**src/rtl/sr_bank_writer_pkg.sv**
```systemverilog
// -----------------------------------------------------------------------------
// sr_bank_pkg
// Shared types and constants for the SR cell bank writer.
//   sr_wr_state_t : write-sequence FSM states (IDLE, PULSE, GAP, CHECK)
//   SYNC_STAGES   : depth of the per-bit Q readback synchronizer
//   sr_max        : integer maximum, used to size the shared timing counter
// -----------------------------------------------------------------------------
package sr_bank_pkg;

   typedef enum logic [1:0] {
      IDLE  = 2'd0,
      PULSE = 2'd1,
      GAP   = 2'd2,
      CHECK = 2'd3
   } sr_wr_state_t;

   localparam int SYNC_STAGES = 2;

   function automatic int sr_max(input int a, input int b);
      return (a > b) ? a : b;
   endfunction

endpackage

```
**src/rtl/sr_bank_writer_sync.sv**
```systemverilog
// -----------------------------------------------------------------------------
// sr_sync2
// Single-bit multi-flop synchronizer (SYNC_STAGES deep) for a cell Q output
// that changes asynchronously to clk.
// Ports:
//   clk   : sampling clock
//   rst_n : asynchronous active-low reset, all stages clear to 0
//   d     : asynchronous input
//   q     : synchronized output, SYNC_STAGES cycles of latency
// -----------------------------------------------------------------------------
module sr_sync2
   import sr_bank_pkg::*;
(
   input  logic clk,
   input  logic rst_n,
   input  logic d,
   output logic q
);

   logic [SYNC_STAGES-1:0] sync_reg;

   always_ff @(posedge clk or negedge rst_n) begin
      if (!rst_n) begin
         sync_reg <= '0;
      end else begin
         sync_reg <= {sync_reg[SYNC_STAGES-2:0], d};
      end
   end

   assign q = sync_reg[SYNC_STAGES-1];

endmodule

```
**src/rtl/sr_bank_writer.sv**
```systemverilog
// -----------------------------------------------------------------------------
// sr_bank_writer
// Write-side driver for a bank of N external SR latches. Each accepted request
// becomes a PULSE_CYCLES-wide pulse on the target cell's S (val=1) or R (val=0)
// line, followed by GAP_CYCLES+2 all-low cycles, then a one-cycle CHECK where
// the synchronized Q of the cell is compared with the written value.
// Ports:
//   clk       : clock, rising edge
//   rst_n     : asynchronous active-low reset
//   req_valid : request present
//   req_ready : request can be accepted (IDLE only)
//   req_idx   : target cell index (values >= N are rejected with an error)
//   req_val   : value to write (1 -> S pulse, 0 -> R pulse)
//   s_out     : Set lines, at most one bit high
//   r_out     : Reset lines, at most one bit high, never together with s_out
//   q_in      : cell Q outputs, asynchronous to clk
//   done      : one-cycle completion pulse
//   err       : one-cycle failure pulse, coincident with done
//   err_idx   : index of the most recent failed request
// -----------------------------------------------------------------------------
module sr_bank_writer
   import sr_bank_pkg::*;
#(
   parameter int N            = 8,
   parameter int PULSE_CYCLES = 2,
   parameter int GAP_CYCLES   = 1,
   parameter int IW           = $clog2(N)
)
(
   input  logic          clk,
   input  logic          rst_n,
   input  logic          req_valid,
   output logic          req_ready,
   input  logic [IW-1:0] req_idx,
   input  logic          req_val,
   output logic [N-1:0]  s_out,
   output logic [N-1:0]  r_out,
   input  logic [N-1:0]  q_in,
   output logic          done,
   output logic          err,
   output logic [IW-1:0] err_idx
);

   // One down-counter times both the pulse and the gap; the gap includes the
   // synchronizer latency so the CHECK sample reflects the post-pulse Q.
   localparam int CNT_MAX = sr_max(PULSE_CYCLES, GAP_CYCLES + SYNC_STAGES);
   localparam int CW      = (CNT_MAX < 2) ? 1 : $clog2(CNT_MAX + 1);

   localparam logic [CW-1:0] PULSE_LOAD = CW'(PULSE_CYCLES - 1);
   localparam logic [CW-1:0] GAP_LOAD   = CW'(GAP_CYCLES + SYNC_STAGES - 1);

   sr_wr_state_t  state_reg, state_next;
   logic [CW-1:0] cnt_reg,   cnt_next;
   logic [IW-1:0] idx_reg,   idx_next;
   logic          val_reg,   val_next;
   logic          oor_reg,   oor_next;

   logic [N-1:0]  s_reg,     s_next;
   logic [N-1:0]  r_reg,     r_next;
   logic          done_reg,  done_next;
   logic          err_reg,   err_next;
   logic [IW-1:0] err_idx_reg, err_idx_next;
   logic          ready_reg, ready_next;

   logic [N-1:0]  q_sync;
   logic [N-1:0]  idx_hot;
   logic          q_sel;
   logic          req_oor;

   // ------------------------------------------------------------------
   // Per-bit synchronizers for the asynchronous Q readback
   // ------------------------------------------------------------------
   genvar gi;
   generate
      for (gi = 0; gi < N; gi++) begin : g_sync
         sr_sync2 u_sync (
            .clk   (clk),
            .rst_n (rst_n),
            .d     (q_in[gi]),
            .q     (q_sync[gi])
         );
      end
   endgenerate

   // One-hot decode of the index the outputs will carry next cycle. An
   // out-of-range index decodes to all zeros, so it can never pulse a line.
   generate
      for (gi = 0; gi < N; gi++) begin : g_dec
         assign idx_hot[gi] = (idx_next == IW'(gi));
      end
   endgenerate

   assign q_sel   = |(q_sync & idx_hot);
   assign req_oor = ({1'b0, req_idx} >= (IW+1)'(N));

   // ------------------------------------------------------------------
   // Next-state logic
   // ------------------------------------------------------------------
   always_comb begin
      state_next = state_reg;
      cnt_next   = cnt_reg;
      idx_next   = idx_reg;
      val_next   = val_reg;
      oor_next   = oor_reg;

      case (state_reg)
         IDLE: begin
            if (req_valid && ready_reg) begin
               idx_next = req_idx;
               val_next = req_val;
               if (req_oor) begin
                  oor_next   = 1'b1;
                  state_next = CHECK;
               end else begin
                  oor_next   = 1'b0;
                  cnt_next   = PULSE_LOAD;
                  state_next = PULSE;
               end
            end
         end
         PULSE: begin
            if (cnt_reg == '0) begin
               cnt_next   = GAP_LOAD;
               state_next = GAP;
            end else begin
               cnt_next = cnt_reg - CW'(1);
            end
         end
         GAP: begin
            if (cnt_reg == '0) begin
               state_next = CHECK;
            end else begin
               cnt_next = cnt_reg - CW'(1);
            end
         end
         CHECK: begin
            state_next = IDLE;
         end
         default: begin
            state_next = IDLE;
         end
      endcase
   end

   // ------------------------------------------------------------------
   // Output logic, computed from the next state so every output is a flop
   // aligned with the state it belongs to (glitch-free S/R lines).
   // ------------------------------------------------------------------
   always_comb begin
      s_next       = '0;
      r_next       = '0;
      done_next    = 1'b0;
      err_next     = 1'b0;
      err_idx_next = err_idx_reg;
      ready_next   = (state_next == IDLE);

      if (state_next == PULSE) begin
         if (val_next) begin
            s_next = idx_hot;
         end else begin
            r_next = idx_hot;
         end
      end

      if (state_next == CHECK) begin
         done_next = 1'b1;
         err_next  = oor_next || (q_sel != val_next);
         if (err_next) begin
            err_idx_next = idx_next;
         end
      end
   end

   // ------------------------------------------------------------------
   // Registers
   // ------------------------------------------------------------------
   always_ff @(posedge clk or negedge rst_n) begin
      if (!rst_n) begin
         state_reg   <= IDLE;
         cnt_reg     <= '0;
         idx_reg     <= '0;
         val_reg     <= 1'b0;
         oor_reg     <= 1'b0;
         s_reg       <= '0;
         r_reg       <= '0;
         done_reg    <= 1'b0;
         err_reg     <= 1'b0;
         err_idx_reg <= '0;
         ready_reg   <= 1'b0;
      end else begin
         state_reg   <= state_next;
         cnt_reg     <= cnt_next;
         idx_reg     <= idx_next;
         val_reg     <= val_next;
         oor_reg     <= oor_next;
         s_reg       <= s_next;
         r_reg       <= r_next;
         done_reg    <= done_next;
         err_reg     <= err_next;
         err_idx_reg <= err_idx_next;
         ready_reg   <= ready_next;
      end
   end

   assign s_out     = s_reg;
   assign r_out     = r_reg;
   assign done      = done_reg;
   assign err       = err_reg;
   assign err_idx   = err_idx_reg;
   assign req_ready = ready_reg;

endmodule

```
**config.mk**
```make
export PLATFORM = sky130hd
export DESIGN_NAME = sr_bank_writer
export DESIGN_NICKNAME = d
export VERILOG_FILES = /design/src/rtl/sr_bank_writer_pkg.sv /design/src/rtl/sr_bank_writer_sync.sv /design/src/rtl/sr_bank_writer.sv
export SDC_FILE = /design/constraint.sdc
export NUM_CORES = 1
export LEC_CHECK = 0
export ABC_CLOCK_PERIOD_IN_PS = 2900
export CAP_MARGIN = 0
export CORE_MARGIN = 3
export CORE_UTILIZATION = 49
export CTS_BUF_LIST = sky130_fd_sc_hd__clkbuf_16
export DETAILED_ROUTE_END_ITERATION = 6
export HOLD_SLACK_MARGIN = 0.06
export PLACE_DENSITY = 0.76
export SYNTH_ARGS = -nofsm -noshare
export SYNTH_HDL_FRONTEND = slang
export SYNTH_SLANG_ARGS = --single-unit
```
**constraint.sdc**
```tcl
create_clock -name clk -period 2.9 [get_ports clk]
set_input_delay 0.58 -clock clk [delete_from_list [all_inputs] [get_ports clk]]
set_output_delay 0.58 -clock clk [all_outputs]
set_load 0.01 [all_outputs]
```
==> impl_results.md, run 1 <==
- Status: finished clean
- Number of library cell types mapped by synthesis: 26
- DIE HEIGHT: 65.0 um
- Num ports: 37
- Initial DRT Pass Iterations: 4
- Vias in the first global route: 1,162
- Final Critical Period: 2.74 ns
- Max Cap Violations: 0
- Mapped Cells: 128
- Most used cells in the layout excluding fill and tap cells: dfrtp_1 (47), clkdlybuf4s50_1 (35), nor2_1 (21)
- Setup violators final: 0
- CP delay by family, top: compound AO/OA/AOI/OAI gates
- Yosys reg bits: 47
- Register-to-Register Path Depth: 9
- Clk root buf: clkbuf_16
- CTS tree: built
- Htree depth: 2
- Final hold violation count: 0
- Register area share after synthesis: 69.0%
- Max Root-Sink Buffers: 2
- Setup ws final: 0.165 ns
- Die width: 65.0 um
- VDD IR max: 0.732 mV
- Post-CTS Resized: 0
- Synth Net Count: 149
- Worst path arrival time: 2.90 ns
- Flop-to-flop setup slack: 0.21 ns
- R2r endpoint: err_idx[2]
- Final HPWL DP: 2190 um
- Total GRT Usage: 16.4%
- Crit path cell chain: clkdlybuf4s50_1 > nand3_4 > mux2i_4 > inv_2 > nand2_1 > a221oi_1 > nor3_1 > o31a_4 > mux2_4
- Hold Crit Start: g_sync[0].u_sync.sync_reg[0]
- Worst hold path class: flip-flop to flip-flop
- Commonest non-fill, non-tap cell in the layout: dfrtp_1
- Iter 0 DRT Violations: 49
- Worst reg2reg startpoint: state_reg[0]
- Drt via density: 5.03
- Post-route cell area: 2330 um2
- Pins Over Slew Limit: 0
- Slowest cell on crit path: clkdlybuf4s50_1
- Area Overhead vs Synth: 37.0%
- Antenna violations before repair: 0
- Antenna cell count: 0
- Placed Instance Area: 2170 um2
- Crit path max fanout: 7
- Fin crit share: 94.3%
- Via count: 1,122
- Total Wirelength: 3050 um
- Max Clock Skew: 0.00373 ns
- Initial Util: 53.6%
- Pwr Density: 1040 nW/um2
- Row count: 20
- Measured slew at the worst slew-check pin: 0.964 ns
- CTS Hold Bufs: 0
- Full die area: 4220 um2
- CP startpoint kind: input port
- Port bufs: 36
- Post-synth design cell area: 1700 um2
- Yosys warns: 0
- RSZ-0062 raised after global routing: no
- Remaining global-route overflow: 0
- Largest net degree at the start of global routing: 48
- Synth Area per Inst: 13.3 um2
- CTS clk-pin slew, worst paths: 0.06 ns
- Skew-Pair Late Insertion Delay: 0.28 ns
- Post-DR wirelength/cell: 13.7 um
- WP buf/inv: 2
- Hold Path End: g_sync[0].u_sync.sync_reg[1]
- Hold Path Depth: 0
- Max_slew headroom: 35.7%
- Place WS: -0.0643 ns
- Leak: 1.08 nW
- Nets: 199
- Achievable clock frequency: 0.366 GHz
- Core area: 3180 um2
- TritonCTS Buffers: 5
- CP peak stage delay: 0.54 ns
- Antenna-violating nets left: 0
- Critical Path RT: 3.06 ns
- Share of layout cells above drive strength 1: 15.1%
- Post-CTS Setup Bufs: 0
- Placer Congestion: 0.890
- Worst Path Class, Setup: input port to flip-flop
- First-pass GRT wire length: 5110 um
- Max FFs per register: 16
- Critical Path End Type: flip-flop
- Clk sinks: 47
- # DRC: 0
[per-stage QoR]
stage / cells / hold WS (ns) / utilization, % / TNS (ns) / total power, mW
global route: 223 / 0.353 / 73.5 / 0 / 2.60
finish: 223 / 0.347 / 73.5 / 0 / 2.44
detailed placement: 215 / 0.336 / 68.2 / -0.184 / 1.81
floorplan: 128 / 0.284 / - / 0 / 1.44
CTS: 223 / 0.350 / 73.5 / 0 / 2.46
global placement: 215 / 0.331 / 68.2 / 0 / 1.77
[layer usage]
metal	vias up	global-route usage (%)	share of wire [%]
met4	0	9.23	2.5
met3	7	4.33	5.9
li1	524	-	-
met1	556	18.9	40
met5	-	0	0
met2	35	27.6	51
[power by group]
part | switching, mW | total (mW) | internal [mW]
combinational | 0.516 | 0.963 | 0.447
clock | 0.214 | 0.619 | 0.406
sequential | 0.0652 | 0.857 | 0.792
[logic make-up (layout without fill, tap and decap cells)]
kind of cell | count (synthesis) | after routing | synth area share (%)
buffers and inverters | 10 | 61 | 2.20
DFF | 47 | 47 | 69.0
AOI/OAI and AO/OA | 17 | 17 | 7.27
adders and majority gates | 6 | 6 | 4.41
and+or+nand+nor | 41 | 41 | 11.2
muxes | 7 | 7 | 5.95
[cells in the mapped netlist, drive strengths merged]
master | number | area, um2
nor3 | 1 | 5.00
nor2b | 1 | 6.26
o311a | 1 | 10.0
a21oi | 5 | 25.0
nand2 | 9 | 33.8
and2 | 2 | 13.8
or4b | 1 | 10.0
dfrtp | 47 | 1180
ha | 6 | 75.1
o31a | 1 | 17.5
o21ai | 4 | 20.0
mux2i | 4 | 56.3
a221o | 1 | 10.0
a211oi | 1 | 7.51
inv | 10 | 37.5
mux2 | 3 | 45.0
nand3 | 6 | 42.5
o21a | 2 | 16.3
nor2 | 21 | 78.8
a221oi | 2 | 17.5
[worst register-to-register path: stages (launching register included)]
cell and delay [ns]:
dfrtp_1 0.40, inv_1 0.11, ha_1 0.26, nand3_4 0.13, mux2i_4 0.35, a21oi_1 0.12, a221oi_1 0.43, nor3_1 0.10
o31a_4 0.38, mux2_4 0.30
[final cells by class]
cell class | instances | area (um2)
clock inverters | 3 | 42.5
inverters | 10 | 37.5
clock buffers | 5 | 125
flip-flops and latches | 47 | 1180
multi-input cells | 71 | 490
well taps | 44 | 55.1
repair buffers | 43 | 408
fillers | 212 | 843
[worst max path at each step]
stage / start / end / slack, ns / cells after the start
6_report: req_valid / err_idx[2] / 0.16 / 9
5_1_grt: req_valid / err_idx[0] / 0.06 / 8
4_1_cts: req_valid / err_idx[2] / 0.21 / 8
3_5_place_dp: req_valid / err_idx[1] / -0.06 / 9
3_3_place_gp: req_valid / err_idx[1] / 0.02 / 8
2_1_floorplan: state_reg[0] / err_idx[0] / 0.52 / 9
No activity file was read; power rests on OpenSTA's default activity.
==> inputs of run 2 (changes only) <==
--- a/config.mk
+++ b/config.mk
@@ -7,6 +7,7 @@
 export LEC_CHECK = 0
 export ABC_CLOCK_PERIOD_IN_PS = 2900
 export CAP_MARGIN = 0
+export CORE_ASPECT_RATIO = 1.5
 export CORE_MARGIN = 3
 export CORE_UTILIZATION = 49
 export CTS_BUF_LIST = sky130_fd_sc_hd__clkbuf_16
==> impl_results.md, run 2 (same netlist as run 1, synthesis figures left out) <==
- VDD IR max: 0.775 mV
- Max_slew headroom: 35.7%
- Clk sinks: 47
- Setup crit end: err_idx[2]
- Final hold violation count: 0
- Area Overhead vs Synth: 35.6%
- Min Hold Slack: 0.351 ns
- CTS clk-pin slew, worst paths: 0.06 ns
- Area of the multi-input gates: 490 um2
- CP delay by family, top: compound AO/OA/AOI/OAI gates
- Flop-to-flop setup slack: 0.27 ns
- Nets: 200
- Initial Util: 52.4%
- Share of layout cells above drive strength 1: 15.0%
- Worst Path Class, Setup: input port to flip-flop
- Critical Path RT: 3.06 ns
- Initial DRT Pass Iterations: 3
- Core area: 3250 um2
- Cell Count, Final, Fillers Out: 220
- Reg area: 1180 um2
- Placed Instance Area: 2170 um2
- Placer Congestion: 0.861
- Skew-Pair Late Insertion Delay: 0.28 ns
- Setup ws final: 0.168 ns
- Total GRT Usage: 18.4%
- Max Root-Sink Buffers: 2
- Worst hold path class: flip-flop to flip-flop
- Port bufs: 36
- Layout Utilization: 71.0%
- Post-CTS Resized: 0
- Inst Count DP: 212
- Worst path arrival time: 2.89 ns
- Antenna violations before repair: 0
- Clk root buf: clkbuf_16
- WP depth: 8
- CP peak stage delay: 0.55 ns
- Place WS: -0.0703 ns
- Final HPWL DP: 2460 um
- Vias in the first global route: 1,183
- Status: finished clean
- Register-to-Register Path Depth: 9
- Htree depth: 2
- Setup violators final: 0
- Max FFs per register: 16
- First-pass GRT wire length: 5380 um
- Total Wirelength: 3280 um
- Commonest non-fill, non-tap cell in the layout: dfrtp_1
- Achievable clock frequency: 0.366 GHz
- Critical Path End Type: flip-flop
- R2r endpoint: err_idx[2]
- Pins Over Slew Limit: 0
- Fillers: 235
- Iter 0 DRT Violations: 9
- Die width: 54.2 um
- Leak: 1.08 nW
- Post-CTS Setup Bufs: 0
- Post-route cell area: 2310 um2
- Max Clock Skew: 0.00302 ns
- Setup crit start: req_valid
- CTS Hold Bufs: 0
- DIE HEIGHT: 78.2 um
- Post-DR wirelength/cell: 14.9 um
- Drt via density: 5.09
- # DRC: 0
- Slowest cell on crit path: clkdlybuf4s50_1
- CTS tree: built
- Row count: 25
- Via count: 1,120
- Max Cap Violations: 0
- Most used cells in the layout excluding fill and tap cells: dfrtp_1 (47), clkdlybuf4s50_1 (35), nor2_1 (21)
- RSZ-0062 raised after global routing: no
- Measured slew at the worst slew-check pin: 0.964 ns
- Pwr Density: 1030 nW/um2
- Antenna-violating nets left: 0
- Remaining global-route overflow: 0
- Final Critical Period: 2.73 ns
- Fin crit share: 94.2%
- Largest net degree at the start of global routing: 48
- Crit path cell chain: clkdlybuf4s50_1 > nand3_4 > mux2i_2 > a21oi_1 > a221oi_1 > nor3_1 > o31a_4 > mux2_4
- WP buf/inv: 1
- Antenna cell count: 0
- CP startpoint kind: input port
- TritonCTS Buffers: 5
- Num ports: 37
- Full die area: 4240 um2
- Worst reg2reg startpoint: state_reg[0]
- Crit path max fanout: 4
-- run 2: changes by cell type in the layout (fill, tap and decap cells not counted) --
cell	previous run	this run
bufinv_16	1	0
inv_6	1	0
inv_1	8	9
clkinv_4	0	1
buf_4	7	8
-- run 2: stage by stage --
step	TNS [ns]	total power, mW
floorplan	0	1.44
global placement	0	1.79
detailed placement	-0.193	1.85
CTS	0	2.39
global route	0	2.53
finish	0	2.37
-- run 2: per-layer routing --
metal,GRT usage [%],part of all wire (%)
met5,0,0
met4,13.5,4.2
met3,5.12,3.8
met2,30.5,55
met1,18.6,37
-- run 2: power by group --
group	switching, mW	leakage (nW)	internal [mW]
Combinational	0.530	0.410	0.462
Clock	0.211	0.0726	0.314
Sequential	0.0610	0.598	0.792
Total	0.803	1.08	1.57
-- run 2: worst min-delay path by stage --
stage	end	depth (start not counted)	slack [ns]	startpoint
2_1_floorplan	cnt_reg[0]	0	0.28	rst_n
3_3_place_gp	g_sync[6].u_sync.sync_reg[1]	0	0.33	g_sync[6].u_sync.sync_reg[0]
3_5_place_dp	g_sync[0].u_sync.sync_reg[1]	0	0.34	g_sync[0].u_sync.sync_reg[0]
4_1_cts	g_sync[0].u_sync.sync_reg[1]	0	0.35	g_sync[0].u_sync.sync_reg[0]
5_1_grt	g_sync[1].u_sync.sync_reg[1]	0	0.36	g_sync[1].u_sync.sync_reg[0]
6_report	g_sync[0].u_sync.sync_reg[1]	0	0.35	g_sync[0].u_sync.sync_reg[0]
-- run 2: area by class of cell --
| type | instances | area share (%) |
|---|---|---|
| tap | 40 | 2.17 |
| multi-input combinational | 71 | 21.2 |
| clock inverter | 3 | 0.704 |
| sequential | 47 | 50.9 |
| timing repair buffer | 44 | 18.0 |
| inverter | 10 | 1.62 |
| clock buffer | 5 | 5.41 |
==> inputs of run 3 (changes only) <==
--- a/config.mk
+++ b/config.mk
@@ -5,15 +5,15 @@
 export SDC_FILE = /design/constraint.sdc
 export NUM_CORES = 1
 export LEC_CHECK = 0
-export ABC_CLOCK_PERIOD_IN_PS = 2900
+export ABC_CLOCK_PERIOD_IN_PS = 2340
 export CAP_MARGIN = 0
 export CORE_ASPECT_RATIO = 1.5
 export CORE_MARGIN = 3
-export CORE_UTILIZATION = 49
+export CORE_UTILIZATION = 44
 export CTS_BUF_LIST = sky130_fd_sc_hd__clkbuf_16
 export DETAILED_ROUTE_END_ITERATION = 6
 export HOLD_SLACK_MARGIN = 0.06
-export PLACE_DENSITY = 0.76
+export PLACE_DENSITY = 0.72
 export SYNTH_ARGS = -nofsm -noshare
 export SYNTH_HDL_FRONTEND = slang
 export SYNTH_SLANG_ARGS = --single-unit
==> constraint.sdc (replaced) <==
create_clock -name clk -period 2.34 [get_ports clk]
set_input_delay 0.468 -clock clk [delete_from_list [all_inputs] [get_ports clk]]
set_output_delay 0.468 -clock clk [all_outputs]
set_load 0.01 [all_outputs]
==> impl_results.md, run 3 (same netlist as run 1, synthesis figures left out) <==
- Largest net degree at the start of global routing: 48
- Critical Path End Type: flip-flop
- Antenna violations before repair: 0
- Full die area: 4670 um2
- Register-to-Register Path Depth: 10
- First-pass GRT wire length: 5600 um
- RSZ-0062 raised after global routing: yes
- Most used cells in the layout excluding fill and tap cells: dfrtp_1 (47), clkdlybuf4s50_1 (34), nor2_1 (21)
- # DRC: 0
- Post-DR wirelength/cell: 15.2 um
- Worst path arrival time: 2.55 ns
- Antenna cell count: 0
- Int Pwr: 2.11 mW
- Final Critical Period: 2.39 ns
- Nets: 211
- Worst reg2reg startpoint: state_reg[1]
- Port bufs: 36
- Min Hold Slack: 0.265 ns
- Skew-Pair Late Insertion Delay: 0.28 ns
- Fillers: 265
- CP peak stage delay: 0.40 ns
- Achievable clock frequency: 0.419 GHz
- Htree depth: 2
- Iter 0 DRT Violations: 27
- Vias in the first global route: 1,231
- TritonCTS Buffers: 5
- Share of layout cells above drive strength 1: 25.8%
- Layout Utilization: 66.6%
- Initial Util: 46.3%
- Commonest non-fill, non-tap cell in the layout: dfrtp_1
- Slowest cell on crit path: a221oi_2
- Crit path cell chain: inv_2 > ha_4 > nand3_4 > mux2i_4 > inv_2 > nand2_1 > a221oi_2 > nor3_2 > o31a_4 > mux2_4
- Initial DRT Pass Iterations: 4
- Measured slew at the worst slew-check pin: 0.548 ns
- Total GRT Usage: 16.0%
- Antenna-violating nets left: 0
- CTS clk-pin slew, worst paths: 0.06 ns
- Flop-to-flop setup slack: -0.05 ns
- Setup violators final: 3
- Num ports: 37
- Die width: 56.8 um
- Clk root buf: clkbuf_16
- Area Overhead vs Synth: 44.0%
- CTS Hold Bufs: 0
- CP startpoint kind: flip-flop
- VDD IR max: 0.992 mV
- Final HPWL DP: 2540 um
- CTS tree: built
- Setup ws final: -0.0476 ns
- Pins Over Slew Limit: 0
- Status: finished, violations left
- R2r endpoint: err_idx[1]
- Failing checks: setup timing
- Placer Congestion: 0.850
- Row count: 27
- Max FFs per register: 16
- Core area: 3680 um2
- Crit path max fanout: 6
- Comb pwr share: 46.6%
- Total Wirelength: 3550 um
- Leak: 1.13 nW
- Sw Share: 34.2%
- Worst Path Class, Setup: flip-flop to flip-flop
- Cell mode on critical path: inv_2
- Via count: 1,179
- Clk sinks: 47
- Worst hold path class: input port to asynchronous set/reset pin
- Critical Path RT: 2.50 ns
- Max Root-Sink Buffers: 2
- Max_slew headroom: 63.5%
- Drt via density: 5.06
- Fin crit share: 102%
- Remaining global-route overflow: 0
- Max Clock Skew: 0.00612 ns
- DIE HEIGHT: 82.2 um
- Final hold violation count: 0
- Sequential share of power: 33.3%
- Psw: 1.10 mW
- Max Cap Violations: 0
- Pwr Density: 1310 nW/um2
- Place WS: -0.421 ns
- Clk network pwr share: 20.1%
## run 3: cell types whose count changed in the layout (fill, tap and decap cells not counted), sizes merged
cell,delta
buf,+11
clkdlybuf4s50,-1
dlygate4sd2,+1
inv,-1
## run 3: worst max-delay path, delay by kind of cell (launching register included)
| family | cells | cell delay [ns] |
|---|---|---|
| DFF | 1 | 0.38 |
| muxes | 2 | 0.55 |
| buffers and inverters | 2 | 0.20 |
| and+or+nand+nor | 3 | 0.26 |
| AOI/OAI and AO/OA | 2 | 0.72 |
| adders and majority gates | 1 | 0.15 |
## run 3: worst max-delay path by stage
stage / startpoint / end / slack [ns] / cells after the start
floorplan: state_reg[0] / err_idx[0] / 0.009 / 10
global placement: req_valid / err_idx[2] / -0.33 / 9
detailed placement: req_valid / err_idx[0] / -0.42 / 9
CTS: state_reg[1] / err_idx[1] / 0.02 / 9
global route: state_reg[1] / err_idx[1] / -0.18 / 9
finish: state_reg[1] / err_idx[1] / -0.05 / 10
## run 3: layout make-up
| class | instances | area [um2] | area share, % |
|---|---|---|---|
| clock inverters | 2 | 8.76 | 0.357 |
| clock buffers | 5 | 125 | 5.10 |
| flip-flops and latches | 47 | 1180 | 47.9 |
| inverters | 10 | 37.5 | 1.53 |
| well taps | 43 | 53.8 | 2.19 |
| multi-input cells | 71 | 556 | 22.6 |
| repair buffers | 55 | 497 | 20.2 |
## run 3: repair_timing
action | in CTS | in global routing
pin swaps | 3 | 3
resized for setup | 6 | 4
cloned | 0 | 0
setup buffers | 1 | 4
setup endpoints to repair | 3 | 3
## run 3: metal layers
layer | global-route usage, % | share of wire (%) | vias up
met2 | 30.7 | 60 | 34
li1 | - | - | 547
met4 | 8.35 | 1.7 | 0
met5 | 0 | 0 | -
met3 | 3.73 | 4.5 | 7
met1 | 15.9 | 34 | 591
## run 3: power by group through the flow
stage / clock (mW) / sequential [mW] / combinational, mW
floorplan: 0 / 1.10 / 0.718
global route: 0.697 / 1.08 / 1.64
detailed placement: 0 / 1.07 / 1.33
global placement: 0 / 1.07 / 1.27
finish: 0.646 / 1.07 / 1.50
CTS: 0.662 / 1.07 / 1.40
## run 3: stage by stage
step / power [mW] / std cells / TNS (ns) / cell area (um2)
final: 3.21 / 233 / -0.119 / 2450
after global routing: 3.42 / 233 / -0.523 / 2450
after CTS: 3.13 / 229 / 0 / 2410
after global placement: 2.34 / 221 / -1.05 / 2230
after detailed placement: 2.40 / 221 / -1.43 / 2230
after floorplan: 1.82 / 128 / 0 / 1720
